`config.mk`:
```
export PLATFORM = sky130hd
export DESIGN_NAME = spi_master_ctrl
export DESIGN_NICKNAME = d
export VERILOG_FILES = /design/src/rtl/spi_master_pkg.sv /design/src/rtl/spi_clk_gen.sv /design/src/rtl/spi_master_ctrl.sv
export SDC_FILE = /design/constraint.sdc
export NUM_CORES = 1
export LEC_CHECK = 0
export ABC_CLOCK_PERIOD_IN_PS = 12800
export CORE_ASPECT_RATIO = 1.1
export CORE_UTILIZATION = 44
export CTS_BUF_LIST = sky130_fd_sc_hd__clkbuf_4 sky130_fd_sc_hd__clkbuf_8
export CTS_CLUSTER_DIAMETER = 60
export DETAILED_ROUTE_END_ITERATION = 7
export PLACE_DENSITY = 0.75
export SLEW_MARGIN = 25
export SYNTH_ARGS = -nofsm -noshare
export SYNTH_HDL_FRONTEND = slang
export SYNTH_SLANG_ARGS = --single-unit
```
`constraint.sdc`:
```
create_clock -name pclk -period 12.8 [get_ports pclk]
set_input_delay 2.56 -clock pclk [delete_from_list [all_inputs] [get_ports pclk]]
set_output_delay 2.56 -clock pclk [all_outputs]
set_load 0.01 [all_outputs]
```
`src/rtl/spi_master_pkg.sv`:
```
`default_nettype none
// ---------------------------------------------------------------------------
// spi_master_pkg : shared types for the SPI master engine
// Rev 1.0
// ---------------------------------------------------------------------------
package spi_master_pkg;

    typedef enum logic [2:0] {
        ST_IDLE     = 3'd0,
        ST_SETUP    = 3'd1,
        ST_XFER     = 3'd2,
        ST_TEARDOWN = 3'd3,
        ST_HOLD     = 3'd4,
        ST_GAP      = 3'd5
    } state_e;

    typedef struct packed {
        logic cpol;
        logic cpha;
    } mode_t;

    // Width-independent part of a command; widths of data/len/div/cs live in the top.
    typedef struct packed {
        mode_t mode;
        logic  hold;
    } cmd_flags_t;

    function automatic logic is_sample_edge(input mode_t m, input logic lead);
        return m.cpha ? ~lead : lead;
    endfunction

endpackage
`default_nettype wire

```
`src/rtl/spi_clk_gen.sv`:
```
`default_nettype none
// ---------------------------------------------------------------------------
// spi_clk_gen : half-period counter with edge strobe and leading/trailing flag
// Rev 1.0
// ---------------------------------------------------------------------------
module spi_clk_gen #(
    parameter int DIV_W = 8
) (
    input  logic             clk_i,
    input  logic             rst_i,
    input  logic             restart_i,
    input  logic [DIV_W-1:0] div_i,
    input  logic             arm_i,
    input  logic             edge_i,
    output logic             tick_o,
    output logic             lead_o
);

    logic [DIV_W-1:0] cnt_q;
    logic             phase_q;

    assign tick_o = (cnt_q == div_i);
    assign lead_o = phase_q;

    always_ff @(posedge clk_i or posedge rst_i) begin
        if (rst_i) begin
            cnt_q   <= '0;
            phase_q <= 1'b1;
        end else begin
            if (restart_i || tick_o) begin
                cnt_q <= '0;
            end else begin
                cnt_q <= cnt_q + 1'b1;
            end
            // phase marks whether the next generated sclk edge is the leading one
            if (arm_i) begin
                phase_q <= 1'b1;
            end else if (edge_i) begin
                phase_q <= ~phase_q;
            end
        end
    end

endmodule
`default_nettype wire

```
`src/rtl/spi_master_ctrl.sv`:
```
`default_nettype none
// ---------------------------------------------------------------------------
// spi_master_ctrl : command-driven SPI master, MSB-first, per-command mode/CS/hold
// Rev 1.0
// ---------------------------------------------------------------------------
module spi_master_ctrl
    import spi_master_pkg::*;
#(
    parameter int DATA_W = 32,
    parameter int NUM_CS = 4,
    parameter int DIV_W  = 8,
    parameter int LEN_W  = $clog2(DATA_W),
    parameter int CS_W   = (NUM_CS > 1) ? $clog2(NUM_CS) : 1
) (
    input  logic              pclk,
    input  logic              prst,
    input  logic              cmd_valid,
    output logic              cmd_ready,
    input  logic [CS_W-1:0]   cmd_cs,
    input  logic [DIV_W-1:0]  cmd_div,
    input  logic [LEN_W-1:0]  cmd_len,
    input  logic              cmd_cpol,
    input  logic              cmd_cpha,
    input  logic              cmd_hold,
    input  logic [DATA_W-1:0] cmd_data,
    output logic              sclk,
    output logic              mosi,
    input  logic              miso,
    output logic [NUM_CS-1:0] cs_n,
    output logic              rsp_valid,
    output logic [DATA_W-1:0] rsp_data,
    output logic              rsp_err,
    output logic              busy
);

    localparam logic [LEN_W:0] FULL_LEN = DATA_W[LEN_W:0];
    localparam logic [CS_W:0]  CS_LIMIT = NUM_CS[CS_W:0];

    state_e            state_q,    state_d;
    logic [CS_W-1:0]   cs_q,       cs_d;
    logic [DIV_W-1:0]  div_q,      div_d;
    logic [LEN_W:0]    len_q,      len_d;
    cmd_flags_t        flags_q,    flags_d;
    logic [DATA_W-1:0] tx_q,       tx_d;
    logic [DATA_W-1:0] rx_q,       rx_d;
    logic [LEN_W+1:0]  edge_q,     edge_d;
    logic              pend_q,     pend_d;
    logic              sclk_q,     sclk_d;
    logic              mosi_q,     mosi_d;
    logic [NUM_CS-1:0] cs_n_q,     cs_n_d;
    logic              rsp_valid_q, rsp_valid_d;
    logic              rsp_err_q,  rsp_err_d;
    logic [DATA_W-1:0] rsp_data_q, rsp_data_d;

    logic              accept;
    logic              cs_ok;
    logic [LEN_W:0]    new_len;
    logic [DATA_W-1:0] new_tx;
    cmd_flags_t        new_flags;
    logic [LEN_W+1:0]  total_edges;
    logic              tick;
    logic              lead;
    logic              restart;
    logic              edge_now;
    logic              start_now;
    logic [CS_W-1:0]   start_cs;
    logic [DATA_W-1:0] start_tx;
    cmd_flags_t        start_flags;

    assign cmd_ready   = (state_q == ST_IDLE) || (state_q == ST_HOLD);
    assign busy        = (state_q != ST_IDLE);
    assign accept      = cmd_valid && cmd_ready;
    assign cs_ok       = ({1'b0, cmd_cs} < CS_LIMIT);
    assign new_len     = (cmd_len == '0) ? FULL_LEN : {1'b0, cmd_len};
    // left-align so the first bit to send always sits in the MSB
    assign new_tx      = cmd_data << (FULL_LEN - new_len);
    assign total_edges = {len_q, 1'b0};
    assign restart     = (state_d != state_q);

    always_comb begin
        new_flags           = '0;
        new_flags.mode.cpol = cmd_cpol;
        new_flags.mode.cpha = cmd_cpha;
        new_flags.hold      = cmd_hold;
    end

    spi_clk_gen #(
        .DIV_W (DIV_W)
    ) u_clk_gen (
        .clk_i     (pclk),
        .rst_i     (prst),
        .restart_i (restart),
        .div_i     (div_q),
        .arm_i     (start_now),
        .edge_i    (edge_now),
        .tick_o    (tick),
        .lead_o    (lead)
    );

    always_comb begin
        state_d     = state_q;
        cs_d        = cs_q;
        div_d       = div_q;
        len_d       = len_q;
        flags_d     = flags_q;
        tx_d        = tx_q;
        rx_d        = rx_q;
        edge_d      = edge_q;
        pend_d      = pend_q;
        sclk_d      = sclk_q;
        mosi_d      = mosi_q;
        cs_n_d      = cs_n_q;
        rsp_valid_d = 1'b0;
        rsp_err_d   = 1'b0;
        rsp_data_d  = rsp_data_q;
        edge_now    = 1'b0;
        start_now   = 1'b0;
        start_cs    = cs_q;
        start_tx    = tx_q;
        start_flags = flags_q;

        if (accept && cs_ok) begin
            cs_d    = cmd_cs;
            div_d   = cmd_div;
            len_d   = new_len;
            flags_d = new_flags;
            tx_d    = new_tx;
            rx_d    = '0;
            edge_d  = '0;
        end

        case (state_q)
            ST_IDLE: begin
                if (accept) begin
                    if (!cs_ok) begin
                        rsp_valid_d = 1'b1;
                        rsp_err_d   = 1'b1;
                        rsp_data_d  = '0;
                    end else begin
                        start_now   = 1'b1;
                        start_cs    = cmd_cs;
                        start_tx    = new_tx;
                        start_flags = new_flags;
                        state_d     = ST_SETUP;
                    end
                end
            end
            ST_HOLD: begin
                if (accept) begin
                    if (!cs_ok) begin
                        cs_n_d      = '1;
                        rsp_valid_d = 1'b1;
                        rsp_err_d   = 1'b1;
                        rsp_data_d  = '0;
                        state_d     = ST_IDLE;
                    end else if (cmd_cs == cs_q) begin
                        start_now   = 1'b1;
                        start_cs    = cmd_cs;
                        start_tx    = new_tx;
                        start_flags = new_flags;
                        state_d     = ST_SETUP;
                    end else begin
                        // new target: release current CS, honour the gap, then start
                        cs_n_d  = '1;
                        pend_d  = 1'b1;
                        state_d = ST_GAP;
                    end
                end
            end
            ST_SETUP: begin
                if (tick) begin
                    edge_now = 1'b1;
                    state_d  = ST_XFER;
                end
            end
            ST_XFER: begin
                if (tick) begin
                    if (edge_q == total_edges) begin
                        mosi_d  = 1'b0;
                        state_d = ST_TEARDOWN;
                    end else begin
                        edge_now = 1'b1;
                    end
                end
            end
            ST_TEARDOWN: begin
                if (tick) begin
                    rsp_valid_d = 1'b1;
                    rsp_data_d  = rx_q;
                    if (flags_q.hold) begin
                        state_d = ST_HOLD;
                    end else begin
                        cs_n_d  = '1;
                        state_d = ST_GAP;
                    end
                end
            end
            ST_GAP: begin
                if (tick) begin
                    if (pend_q) begin
                        pend_d    = 1'b0;
                        start_now = 1'b1;
                        state_d   = ST_SETUP;
                    end else begin
                        state_d = ST_IDLE;
                    end
                end
            end
            default: begin
                state_d = ST_IDLE;
            end
        endcase

        if (edge_now) begin
            sclk_d = ~sclk_q;
            edge_d = edge_q + 1'b1;
            if (is_sample_edge(flags_q.mode, lead)) begin
                rx_d = {rx_q[DATA_W-2:0], miso};
            end else if ((edge_q + 1'b1) != total_edges) begin
                mosi_d = tx_q[DATA_W-1];
                tx_d   = {tx_q[DATA_W-2:0], 1'b0};
            end
        end

        if (start_now) begin
            for (int i = 0; i < NUM_CS; i++) begin
                cs_n_d[i] = (start_cs != CS_W'(i));
            end
            sclk_d = start_flags.mode.cpol;
            if (!start_flags.mode.cpha) begin
                mosi_d = start_tx[DATA_W-1];
                tx_d   = {start_tx[DATA_W-2:0], 1'b0};
            end else begin
                mosi_d = 1'b0;
                tx_d   = start_tx;
            end
        end
    end

    always_ff @(posedge pclk or posedge prst) begin
        if (prst) begin
            state_q     <= ST_IDLE;
            cs_q        <= '0;
            div_q       <= '0;
            len_q       <= '0;
            flags_q     <= '0;
            tx_q        <= '0;
            rx_q        <= '0;
            edge_q      <= '0;
            pend_q      <= 1'b0;
            sclk_q      <= 1'b0;
            mosi_q      <= 1'b0;
            cs_n_q      <= '1;
            rsp_valid_q <= 1'b0;
            rsp_err_q   <= 1'b0;
            rsp_data_q  <= '0;
        end else begin
            state_q     <= state_d;
            cs_q        <= cs_d;
            div_q       <= div_d;
            len_q       <= len_d;
            flags_q     <= flags_d;
            tx_q        <= tx_d;
            rx_q        <= rx_d;
            edge_q      <= edge_d;
            pend_q      <= pend_d;
            sclk_q      <= sclk_d;
            mosi_q      <= mosi_d;
            cs_n_q      <= cs_n_d;
            rsp_valid_q <= rsp_valid_d;
            rsp_err_q   <= rsp_err_d;
            rsp_data_q  <= rsp_data_d;
        end
    end

    assign sclk      = sclk_q;
    assign mosi      = mosi_q;
    assign cs_n      = cs_n_q;
    assign rsp_valid = rsp_valid_q;
    assign rsp_err   = rsp_err_q;
    assign rsp_data  = rsp_data_q;

endmodule
`default_nettype wire

```
==> results.md, run 1 <==
- Average wire length per cell after detail routing: about 17 um
- Number of max-cap violations: 0
- Count of endpoints failing setup in the final report: 0
- Hold buffer count at CTS: 0
- Final Max Slew Viols: 0
- Period utilization: approximately 54%
- Share of final-layout standard cells stronger than drive strength 1: roughly 15%
- Die width: 141 um
- Number of nets in the final layout: 1117
- Detailed-routing iteration count for the pre-antenna-repair pass: 5
- Sequential area share after synthesis: roughly 38%
- TritonCTS clock tree: yes
- Crit end category: flop
- Sequence of cells on the critical path: clkdlybuf4s50_1, buf_4, clkinv_1, ha_2, buf_4, mux4_2, mux2i_1, o31ai_2, a211oi_1, and3_1, a31oi_1, a21boi_1
- Worst vdd ir: between 0.06 and 0.07 mV
- GR Layer Usage met3: under 10%
- Most frequent cell on the critical path: sky130_fd_sc_hd__buf_4
- Clock-pin slew of the registers on the worst-case setup and hold paths: approximately 0.08 ns
- Top-area cell type share of the netlist area: a little over a third
- Max-Slew Margin vs Limit: 25.4%
- Clock skew after layout: approximately 0.011 ns
- RSZ-0062 raised after global routing: no
- Utilization after layout: between 50% and 60%
- Measured slew at the worst slew-check pin: 1.09 ns
- Total Power Consumption: 1.95 mW
- Arrival time at the worst endpoint: 7.20 ns
- Met2 track demand over resource: roughly a third
- DRC viols: 0
- Number of hold-slack violations in the final timing report: 0
- Routed wire length: around 24000 um
- Hpwl dp: approximately 16000 um
- Y dimension of the die: between 150 and 200 um
- Clock insertion delay at the later pin of the skew report: ~0.45 ns
- CTS H-Tree Depth: 4
- CTS buffer count: 17
- Number of fill cells in the layout: slightly below 2000
- CP required: about 13 ns
- Power density over the cells: 179 nW/um^2
- Ys flop type: sky130_fd_sc_hd__dfrtp_1
- Via Count: 8138
- Detailed Route Iter0 Violations: around 850
- Post-CTS Repair Setup Buffers: 0
- Diodes inserted: 0
- Syn avg cell area: 9.35 um^2
- Synthesized instance count: between 1000 and 1500
- Warnings from Yosys: 0
- Standard-cell rows: 55
- Maximum number of pins on one net before global-route repair: just under 100
- Outcome: finished, final reports clean
- Global-route met1 utilization: ~30%
- CP max stage cell: sky130_fd_sc_hd__ha_2
- Growth of design area from synthesis to finish: 16.2%
- Number of enable-type register cells in the synthesized netlist: 0
- Leading cell types by total area after synthesis: sky130_fd_sc_hd__dfrtp_1, sky130_fd_sc_hd__nand2_1, sky130_fd_sc_hd__mux2i_1
- Count of different cell masters after synthesis: 85
- Via-per-instance ratio: approximately 6.0
- Busiest metal layer after global routing: met2
- Flop and latch count out of synthesis: roughly 140
- Remaining antenna violation count: 0
- Buffer depth of the longest clock path: 2
- Cell accounting for the most synthesized area: sky130_fd_sc_hd__dfrtp_1
- Most numerous cell in the Yosys netlist: sky130_fd_sc_hd__nand2_1
- # resized after CTS: 0
- Classification of the worst setup path: input port to flop
- Clock Root Buffer: sky130_fd_sc_hd__clkbuf_8
- Number of sinks on the clock net: approximately 140
- Core Box Area: about 21000 um^2
- Antenna violations before repair: 0
- Most common library cells after synthesis: sky130_fd_sc_hd__nand2_1, sky130_fd_sc_hd__dfrtp_1, sky130_fd_sc_hd__o21ai_0
- Max incr delay on CP: 0.73 ns
- Setup TNS Final: 0 ns
- Starting density of the core: roughly 45%
- GRT Residual Overflow: 0
- Worst hold-check path type: flop to flop
- Wire length of the first global-routing pass: 39000 um
- FFs w/ async S/R, synth: 100%
- Vias in the first global route: 7633
- Routability congestion estimate from global placement: slightly below 0.9
- Number of cells on the worst reg-to-reg path: 7
- Largest fanout on the critical path: 37
- Hold-critical path depth: 2
- Min Tclk post-route: 6.88 ns
- # IOs: 96
- Cell area after technology mapping: 9400 um^2
- CP startpoint kind: input port
- Tot GR Track Use: around 22%
- Synthesized netlist net count: ~1100
- Die outline area: 22000 um^2
- Max Clk Rate: ~150 MHz
- Input/output buffers: 94
- Leak: roughly 4.6 nW
## logic make-up (layout without fill, tap and decap cells)
kind of cell	count (synthesis)	after routing	synth area share [%]
adder cells (fa/ha/maj)	3	3	0.399
AND/OR/NAND/NOR	344	344	16.5
buffers and inverters	83	150	4.21
AO/OA/AOI/OAI	255	255	18.0
other	1	1	0.0399
XOR/XNOR	39	39	3.99
flip-flops	142	142	37.9
multiplexers	138	138	19.0
## cells in the final DEF, fill, tap and decap left out, drive strengths merged, types with 9 or more instances in the layout
cell type and instances:
a211o 9, a211oi 12, a21oi 50, and3 9
buf 17, clkbuf 18, clkdlybuf4s50 94, dfrtp 137
inv 9, mux2 52, mux2i 60, mux4 26
nand2 182, nand3 30, nor2 62, nor3 12
nor4 10, o211ai 17, o21ai 78, o22ai 14
o31ai 9, xnor2 14, xor2 25
## metrics by stage
stage	setup WS, ns	area [um^2]	hold WS [ns]	instances
after floorplan	6.44	9400	0.445	1005
after global placement	5.56	10500	0.460	1325
after detailed placement	5.44	10500	0.470	1326
after CTS	5.95	10900	0.490	1357
after global routing	5.58	10900	0.523	1357
final	5.92	10900	0.499	1357
## registers in the layout, summed over array words and instances (netlist names), named ones only
signal and flops:
u_clk_gen.cnt_q 8, div_q 8, tx_q 32, state_q 3
cs_q 2, sclk 1, flags_q 2, rsp_data 32
u_clk_gen.lead_o 1, mosi 1, rx_q 32, rsp_valid 1
edge_q 7, cs_n 4, pend_q 1, len_q 6
## cell type report
| class | count | area [um^2] | area share (%) |
|---|---|---|---|
| Timing Repair Buffer | 111 | 1080 | 9.90 |
| Inverter | 8 | 35.0 | 0.321 |
| Multi-Input combinational cell | 780 | 5470 | 50.1 |
| Sequential cell | 142 | 3560 | 32.6 |
| Clock buffer | 18 | 248 | 2.27 |
| Clock inverter | 13 | 165 | 1.51 |
| Tap cell | 285 | 357 | 3.27 |
## metal layers
metal	vias to the layer above	share of wire, %
li1	3773	-
met1	3948	45
met2	373	46
met3	44	6.8
met4	0	2.4
met5	-	0
## path summary, 6_finish.rpt
kind                             from         end  slack (ns)
setup / recovery           cmd_len[0]     tx_q[4]        5.92
hold / removal             flags_q[2]  flags_q[2]        0.50
setup reg to reg           state_q[1]    tx_q[31]        9.45
hold reg to reg            flags_q[2]  flags_q[2]        0.50
min in group asynchronous        prst     rx_q[4]        2.68
max in group asynchronous        prst    tx_q[16]        8.96
## where the power goes
part	switching (mW)	internal [mW]	leakage [nW]
clock network	0.180	0.198	0.198
registers	0.161	0.619	1.85
logic	0.434	0.362	2.57
total	0.775	1.18	4.62
## critical path: cells and delay by family
kind / cells / cell delay (ns)
simple gates: 1 / 0.20
buf+inv: 4 / 1.86
compound gates: 4 / 0.69
fa+ha+maj: 1 / 0.73
mux: 2 / 1.15
Note: power is estimated with default switching activity, not from simulation.
==> run 2: changes to the inputs <==
--- a/config.mk
+++ b/config.mk
@@ -5,7 +5,7 @@
 export SDC_FILE = /design/constraint.sdc
 export NUM_CORES = 1
 export LEC_CHECK = 0
-export ABC_CLOCK_PERIOD_IN_PS = 12800
+export ABC_CLOCK_PERIOD_IN_PS = 6350
 export CORE_ASPECT_RATIO = 1.1
 export CORE_UTILIZATION = 44
 export CTS_BUF_LIST = sky130_fd_sc_hd__clkbuf_4 sky130_fd_sc_hd__clkbuf_8
==> constraint.sdc (replaced) <==
create_clock -name pclk -period 6.35 [get_ports pclk]
set_input_delay 1.27 -clock pclk [delete_from_list [all_inputs] [get_ports pclk]]
set_output_delay 1.27 -clock pclk [all_outputs]
set_load 0.01 [all_outputs]
==> results.md, run 2 (synthesis gave the netlist of run 1 again) <==
- Cell Count Post-Placement: 1328 (+0.15%)
- Most frequent cells in the layout: sky130_fd_sc_hd__nand2_1, sky130_fd_sc_hd__dfrtp_1, sky130_fd_sc_hd__clkdlybuf4s50_1
- Post-CTS Repair Setup Buffers: 0 (unchanged)
- Min Tclk post-route: 4.71 ns
- Slack of the worst reg-to-reg path: 3.05 ns (-6.40 ns)
- Share of final-layout standard cells stronger than drive strength 1: 14.8% (+0.24 points)
- Clock skew after layout: 0.0135 ns (+0.00258 ns)
- Average wire length per cell after detail routing: 17.3 um (-0.21%)
- # resized after CTS: 0 (unchanged)
- Period utilization: 74.1%
- CP required: 6.68 ns (-6.44 ns)
- Buffer depth of the longest clock path: 2 (unchanged)
- Setup TNS Final: 0 ns (unchanged)
- Storage element area: 3560 um^2 (unchanged)
- Count of endpoints failing setup in the final report: 0 (unchanged)
- Classification of the worst setup path: input port to flop
- Detailed Route Iter0 Violations: 714 (-16%)
- DRC viols: 0 (unchanged)
- Via Count: 8089 (-0.60%)
- Final Max Slew Viols: 0 (unchanged)
- RSZ-0062 raised after global routing: no
- GR Layer Usage met3: 4.06% (+0.28 points)
- CP startpoint kind: input port
- Core Box Area: 20800 um^2 (unchanged)
- Most common cell after layout, fill and taps aside: sky130_fd_sc_hd__nand2_1
- Clock insertion delay at the later pin of the skew report: 0.46 ns (about the same)
- Number of cells on the worst reg-to-reg path: 6 (-1)
- Via-per-instance ratio: 5.95 (-0.82%)
- TritonCTS clock tree: yes
- CTS H-Tree Depth: 4 (unchanged)
- Number of nets in the final layout: 1119 (+0.18%)
- GRT Residual Overflow: 0 (unchanged)
- Starting density of the core: 45.2% (unchanged)
- Number of sinks on the clock net: 142 (unchanged)
- Detailed-routing iteration count for the pre-antenna-repair pass: 6 (+1)
- Endpoint, Worst Hold: flags_q[2]
- Met2 track demand over resource: 35.7% (+1.0 points)
- Hpwl dp: 16500 um (+1.5%)
- Origin of the worst min-delay path: flags_q[2]
- Leak: 4.64 nW (+0.51%)
- Final std cells w/o fill: 1360 (+0.22%)
- Maximum number of pins on one net before global-route repair: 109 (+10%)
- Number of fill cells in the layout: 1933 (+0.16%)
- CTS buffer count: 17 (unchanged)
- Crit Reg-Reg Endpoint: tx_q[31]
- Number of hold-slack violations in the final timing report: 0 (unchanged)
- Routed wire length: 23500 um (about the same)
- Worst vdd ir: 0.135 mV (+98%)
- Crit end category: flop
- Wire length of the first global-routing pass: 39500 um (+1.2%)
- Diodes inserted: 0 (unchanged)
- Clock Root Buffer: sky130_fd_sc_hd__clkbuf_8
- Y dimension of the die: 155 um (unchanged)
- Global-route met1 utilization: 29.7% (-1.0 points)
- Measured slew at the worst slew-check pin: 0.994 ns (-0.0942 ns)
- R2r startpoint: u_clk_gen.cnt_q[0]
- Arrival time at the worst endpoint: 5.03 ns (-2.17 ns)
- Routability congestion estimate from global placement: 0.893 (+1.5%)
- Max Clk Rate: ~210 MHz
- Worst hold-check path type: flop to flop
- Power density over the cells: 362 nW/um^2 (+100%)
- Largest fanout on the critical path: 26 (-30%)
- # IOs: 96 (unchanged)
- Die outline area: 22000 um^2 (unchanged)
- Antenna violations before repair: 0 (unchanged)
- Max-Slew Margin vs Limit: 31.9% (+6.5 points)
- Number of max-cap violations: 0 (unchanged)
- Busiest metal layer after global routing: met2
- Hold-critical path depth: 2 (unchanged)
- Tot GR Track Use: 22.4% (+0.13 points)
- Growth of design area from synthesis to finish: 16.6%
- Standard-cell rows: 55 (unchanged)
- Remaining antenna violation count: 0 (unchanged)
- Die width: 141 um (unchanged)
- Hold buffer count at CTS: 0 (unchanged)
- Outcome: finished, final reports clean
- Vias in the first global route: 7738 (+1.4%)
- Input/output buffers: 94 (unchanged)
- Multi-input gate area: 5470 um^2 (unchanged)
- Clock-pin slew of the registers on the worst-case setup and hold paths: 0.08 ns (about the same)
[run 2: cell types whose count changed in the layout (fill, tap and decap cells not counted), sizes merged]
cell      delta
clkinvlp     -1
buf          +2
clkinv       -2
inv          +4
[run 2: worst max-delay path by stage]
stage / endpoint / slack, ns / depth (start not counted) / start
2_1_floorplan: asynchronous set/reset pin / 1.28 / 1 / prst
3_3_place_gp: tx_q[31] / 1.24 / 12 / cmd_len[0]
4_1_cts: tx_q[31] / 1.66 / 12 / cmd_len[0]
6_report: tx_q[31] / 1.64 / 12 / cmd_len[0]
5_1_grt: tx_q[31] / 1.45 / 12 / cmd_len[0]
3_5_place_dp: tx_q[31] / 1.18 / 12 / cmd_len[0]
[run 2: area by class of cell]
type,count,area share (%)
clock inverters,14,1.63
well taps,285,3.25
flip-flops and latches,142,32.5
clock buffers,18,2.26
repair buffers,113,10.1
multi-input cells,780,50.0
inverters,8,0.343
[run 2: power by group]
part	switching (mW)	leakage (nW)	internal, mW	total (mW)
combinational	0.877	2.58	0.731	1.61
clock	0.380	0.207	0.406	0.786
sequential	0.325	1.85	1.25	1.57
[run 2: routing by layer]
metal / share of wire (%) / vias up
li1: - / 3785
met1: 44 / 3903
met2: 46 / 340
met3: 7.0 / 61
met4: 3.0 / 0
met5: 0 / -
[run 2: critical path, stage by stage]
cell                              delay [ns]
sky130_fd_sc_hd__clkdlybuf4s50_1        0.48
sky130_fd_sc_hd__clkinv_1               0.06
sky130_fd_sc_hd__buf_4                  0.20
sky130_fd_sc_hd__ha_2                   0.74
sky130_fd_sc_hd__buf_4                  0.36
sky130_fd_sc_hd__mux4_1                 0.60
sky130_fd_sc_hd__mux2_2                 0.29
sky130_fd_sc_hd__mux2i_2                0.18
sky130_fd_sc_hd__a211oi_2               0.13
sky130_fd_sc_hd__mux2i_1                0.16
sky130_fd_sc_hd__nor3_1                 0.06
sky130_fd_sc_hd__or4b_1                 0.49
[run 2: stage by stage]
| step | hold WS (ns) | utilization [%] | setup WS, ns | instance area, um^2 | power [mW] |
|---|---|---|---|---|---|
| 2_1_floorplan | 0.445 | - | 1.28 | 9400 | 2.69 |
| 3_3_place_gp | 0.460 | 50.5 | 1.24 | 10500 | 3.11 |
| 3_5_place_dp | 0.463 | 50.7 | 1.18 | 10500 | 3.18 |
| 4_1_cts | 0.484 | 52.7 | 1.66 | 11000 | 3.97 |
| 5_1_grt | 0.513 | 52.7 | 1.45 | 11000 | 4.25 |
| 6_report | 0.483 | 52.7 | 1.64 | 11000 | 3.97 |
==> run 3: changes to the inputs <==
--- a/config.mk
+++ b/config.mk
@@ -5,13 +5,13 @@
 export SDC_FILE = /design/constraint.sdc
 export NUM_CORES = 1
 export LEC_CHECK = 0
-export ABC_CLOCK_PERIOD_IN_PS = 6350
+export ABC_CLOCK_PERIOD_IN_PS = 3900
 export CORE_ASPECT_RATIO = 1.1
 export CORE_UTILIZATION = 44
 export CTS_BUF_LIST = sky130_fd_sc_hd__clkbuf_4 sky130_fd_sc_hd__clkbuf_8
 export CTS_CLUSTER_DIAMETER = 60
 export DETAILED_ROUTE_END_ITERATION = 7
-export PLACE_DENSITY = 0.75
+export PLACE_DENSITY = 0.78
 export SLEW_MARGIN = 25
 export SYNTH_ARGS = -nofsm -noshare
 export SYNTH_HDL_FRONTEND = slang
==> constraint.sdc (replaced) <==
create_clock -name pclk -period 3.9 [get_ports pclk]
set_input_delay 0.78 -clock pclk [delete_from_list [all_inputs] [get_ports pclk]]
set_output_delay 0.78 -clock pclk [all_outputs]
set_load 0.01 [all_outputs]
==> results.md, run 3 (synthesis gave the netlist of run 1 again) <==
- Outcome: finished, final reports clean
- Max incr delay on CP: 0.50 ns (-0.24 ns)
- Starting density of the core: 45.2% (unchanged)
- Crit end category: flop
- Final worst hold slack: 0.482 ns (-0.00102 ns)
- Diodes inserted: 0 (unchanged)
- Hold-critical path depth: 2 (unchanged)
- Clock-pin slew of the registers on the worst-case setup and hold paths: 0.09 ns (about the same)
- Antenna violations before repair: 0 (unchanged)
- M1 wire length: 10500 um (+1.8%)
- R2r startpoint: edge_q[0]
- Final non-filler cell area: 11200 um^2 (+2.0%)
- # IOs: 96 (unchanged)
- Sequence of cells on the critical path: clkdlybuf4s50_1, clkinv_1, ha_2, buf_12, mux2_2, mux4_2, mux2i_2, a211oi_2, mux2i_1, nor3_1, or4b_1
- Vias in the first global route: 7953 (+2.8%)
- Classification of the worst setup path: input port to flop
- Standard-cell rows: 55 (unchanged)
- Net switching power of the design: 2.60 mW (+64%)
- Period utilization: around nine tenths
- Standard cell area after detailed placement: 10800 um^2 (+2.5%)
- Clock insertion delay at the later pin of the skew report: 0.46 ns (about the same)
- Via-per-instance ratio: 5.97 (+0.42%)
- Die outline area: 22000 um^2 (unchanged)
- Die width: 141 um (unchanged)
- Post-CTS Repair Setup Buffers: 0 (unchanged)
- Number of hold-slack violations in the final timing report: 0 (unchanged)
- Buffer depth of the longest clock path: 2 (unchanged)
- Average wire length per cell after detail routing: 17.5 um (+1.1%)
- CTS H-Tree Depth: 4 (unchanged)
- Max Clk Rate: about 290 MHz
- CP required: 4.23 ns (-2.45 ns)
- Leak: 4.78 nW (+2.9%)
- CTS buffer count: 17 (unchanged)
- Net switching share of the total power: 40.4% (+0.48 points)
- Arrival time at the worst endpoint: 3.81 ns (-1.22 ns)
- GRT Residual Overflow: 0 (unchanged)
- Number of cells on the worst reg-to-reg path: 9 (+3)
- Measured slew at the worst slew-check pin: 0.725 ns (-0.269 ns)
- Met3 WL: 1620 um (-1.0%)
- Max-Slew Margin vs Limit: 51.2% (+19 points)
- Max Used Layer: met4
- Routability congestion estimate from global placement: 0.914 (+2.4%)
- Final Max Slew Viols: 0 (unchanged)
- Worst hold-check path type: flop to flop
- DRC viols: 0 (unchanged)
- Utilization after layout: 53.8% (+1.1 points)
- Input/output buffers: 94 (unchanged)
- Origin of the worst min-delay path: flags_q[2]
- Tot GR Track Use: 22.8% (+0.44 points)
- Number of sinks on the clock net: 142 (unchanged)
- Count of endpoints failing setup in the final report: 0 (unchanged)
- Share of final-layout standard cells stronger than drive strength 1: 17.0% (+2.2 points)
- Hpwl dp: 17600 um (+6.9%)
- TritonCTS clock tree: yes
- Combinational group share of total power: 42.1% (+1.6 points)
- Hold buffer count at CTS: 0 (unchanged)
- Most common cell after layout, fill and taps aside: sky130_fd_sc_hd__nand2_1
- Total Power Consumption: 6.43 mW (+62%)
- Sequential fraction of design power: 39.9% (+0.3 points)
- Most frequent cells in the layout: sky130_fd_sc_hd__nand2_1, sky130_fd_sc_hd__dfrtp_1, sky130_fd_sc_hd__clkdlybuf4s50_1
- Detailed-routing iteration count for the pre-antenna-repair pass: 6 (unchanged)
- Power density over the cells: 575 nW/um^2 (+59%)
- Routed wire length: 24300 um (+3.4%)
- CP startpoint kind: input port
- Setup TNS Final: 0 ns (unchanged)
- Number of nets in the final layout: 1149 (+2.7%)
- Growth of design area from synthesis to finish: 19.0%
- Via Count: 8302 (+2.6%)
- Slack of the worst reg-to-reg path: 0.53 ns (-2.52 ns)
- Endpoint, Worst Hold: flags_q[2]
- Number of max-cap violations: 0 (unchanged)
- Clock skew after layout: 0.0176 ns (+0.00403 ns)
- WL met2: 11600 um (+6.6%)
- Crit Reg-Reg Endpoint: tx_q[5]
- Core Box Area: 20800 um^2 (unchanged)
- Internal power summed over all cells: 3.84 mW (+61%)
- Worst vdd ir: 0.245 mV (+82%)
- CP max stage cell: sky130_fd_sc_hd__mux4_2
- Largest fanout on the critical path: 23 (-12%)
- # resized after CTS: 0 (unchanged)
- Wire length of the first global-routing pass: 40200 um (+1.8%)
- Detailed Route Iter0 Violations: 674 (-5.6%)
- Maximum number of pins on one net before global-route repair: 65 (-40%)
- Y dimension of the die: 155 um (unchanged)
- Clock Root Buffer: sky130_fd_sc_hd__clkbuf_8
- RSZ-0062 raised after global routing: no
- Remaining antenna violation count: 0 (unchanged)
- Clock network fraction of design power: 18.0% (-1.8 points)
- Min Tclk post-route: 3.48 ns
-- run 3: changes by cell type in the layout (fill, tap and decap cells not counted) --
cell,previous run,this run
sky130_fd_sc_hd__nor2_1,59,60
sky130_fd_sc_hd__bufinv_16,3,1
sky130_fd_sc_hd__nor2_2,3,2
sky130_fd_sc_hd__inv_6,6,5
sky130_fd_sc_hd__clkinv_4,1,2
sky130_fd_sc_hd__buf_12,0,5
sky130_fd_sc_hd__inv_8,1,0
sky130_fd_sc_hd__clkbuf_8,18,19
sky130_fd_sc_hd__buf_16,1,0
sky130_fd_sc_hd__buf_4,18,44
sky130_fd_sc_hd__clkinvlp_4,3,5
-- run 3: power groups by stage --
| stage | clock network, mW | logic [mW] | registers (mW) |
|---|---|---|---|
| final | 1.16 | 2.70 | 2.57 |
| after global routing | 1.25 | 2.97 | 2.64 |
| after CTS | 1.19 | 2.68 | 2.55 |
| after detailed placement | 0 | 2.67 | 2.58 |
| after global placement | 0 | 2.59 | 2.55 |
| after floorplan | 0 | 1.95 | 2.43 |
-- run 3: worst max-delay path by stage --
| stage | startpoint | endpoint | slack (ns) |
|---|---|---|---|
| 6_report | cmd_len[0] | tx_q[31] | 0.42 |
| 5_1_grt | cmd_len[0] | tx_q[31] | 0.30 |
| 4_1_cts | cmd_len[0] | tx_q[31] | 0.49 |
| 3_5_place_dp | cmd_len[0] | tx_q[31] | -0.01 |
| 3_3_place_gp | cmd_len[0] | tx_q[31] | 0.05 |
| 2_1_floorplan | cmd_len[0] | tx_q[31] | 0.1 |
-- run 3: metrics by stage --
| step | setup slack, ns | cells |
|---|---|---|
| after global routing | 0.301 | 1390 |
| after detailed placement | -0.0146 | 1358 |
| after floorplan | 0.0995 | 1005 |
| after global placement | 0.0480 | 1358 |
| after CTS | 0.485 | 1390 |
| final | 0.423 | 1390 |
-- run 3: layer usage --
layer	up-vias	GRT usage, %
met5	-	0
met4	0	9.94
met3	55	4.16
met2	385	37.2
met1	4019	29.6
li1	3843	-
-- run 3: critical path: cells and delay by family --
| family | cells | cell delay (ns) |
|---|---|---|
| muxes | 4 | 1.26 |
| and+or+nand+nor | 2 | 0.53 |
| AOI/OAI and AO/OA | 1 | 0.14 |
| buffers and inverters | 3 | 0.74 |
| adders and majority gates | 1 | 0.34 |
-- run 3: layout make-up --
type | count | area [um^2]
inverter | 8 | 33.8
tap | 285 | 357
clock buffer | 19 | 262
clock inverter | 13 | 126
timing repair buffer | 143 | 1370
multi-input combinational | 780 | 5470
sequential | 142 | 3560
fill | 1837 | 9600
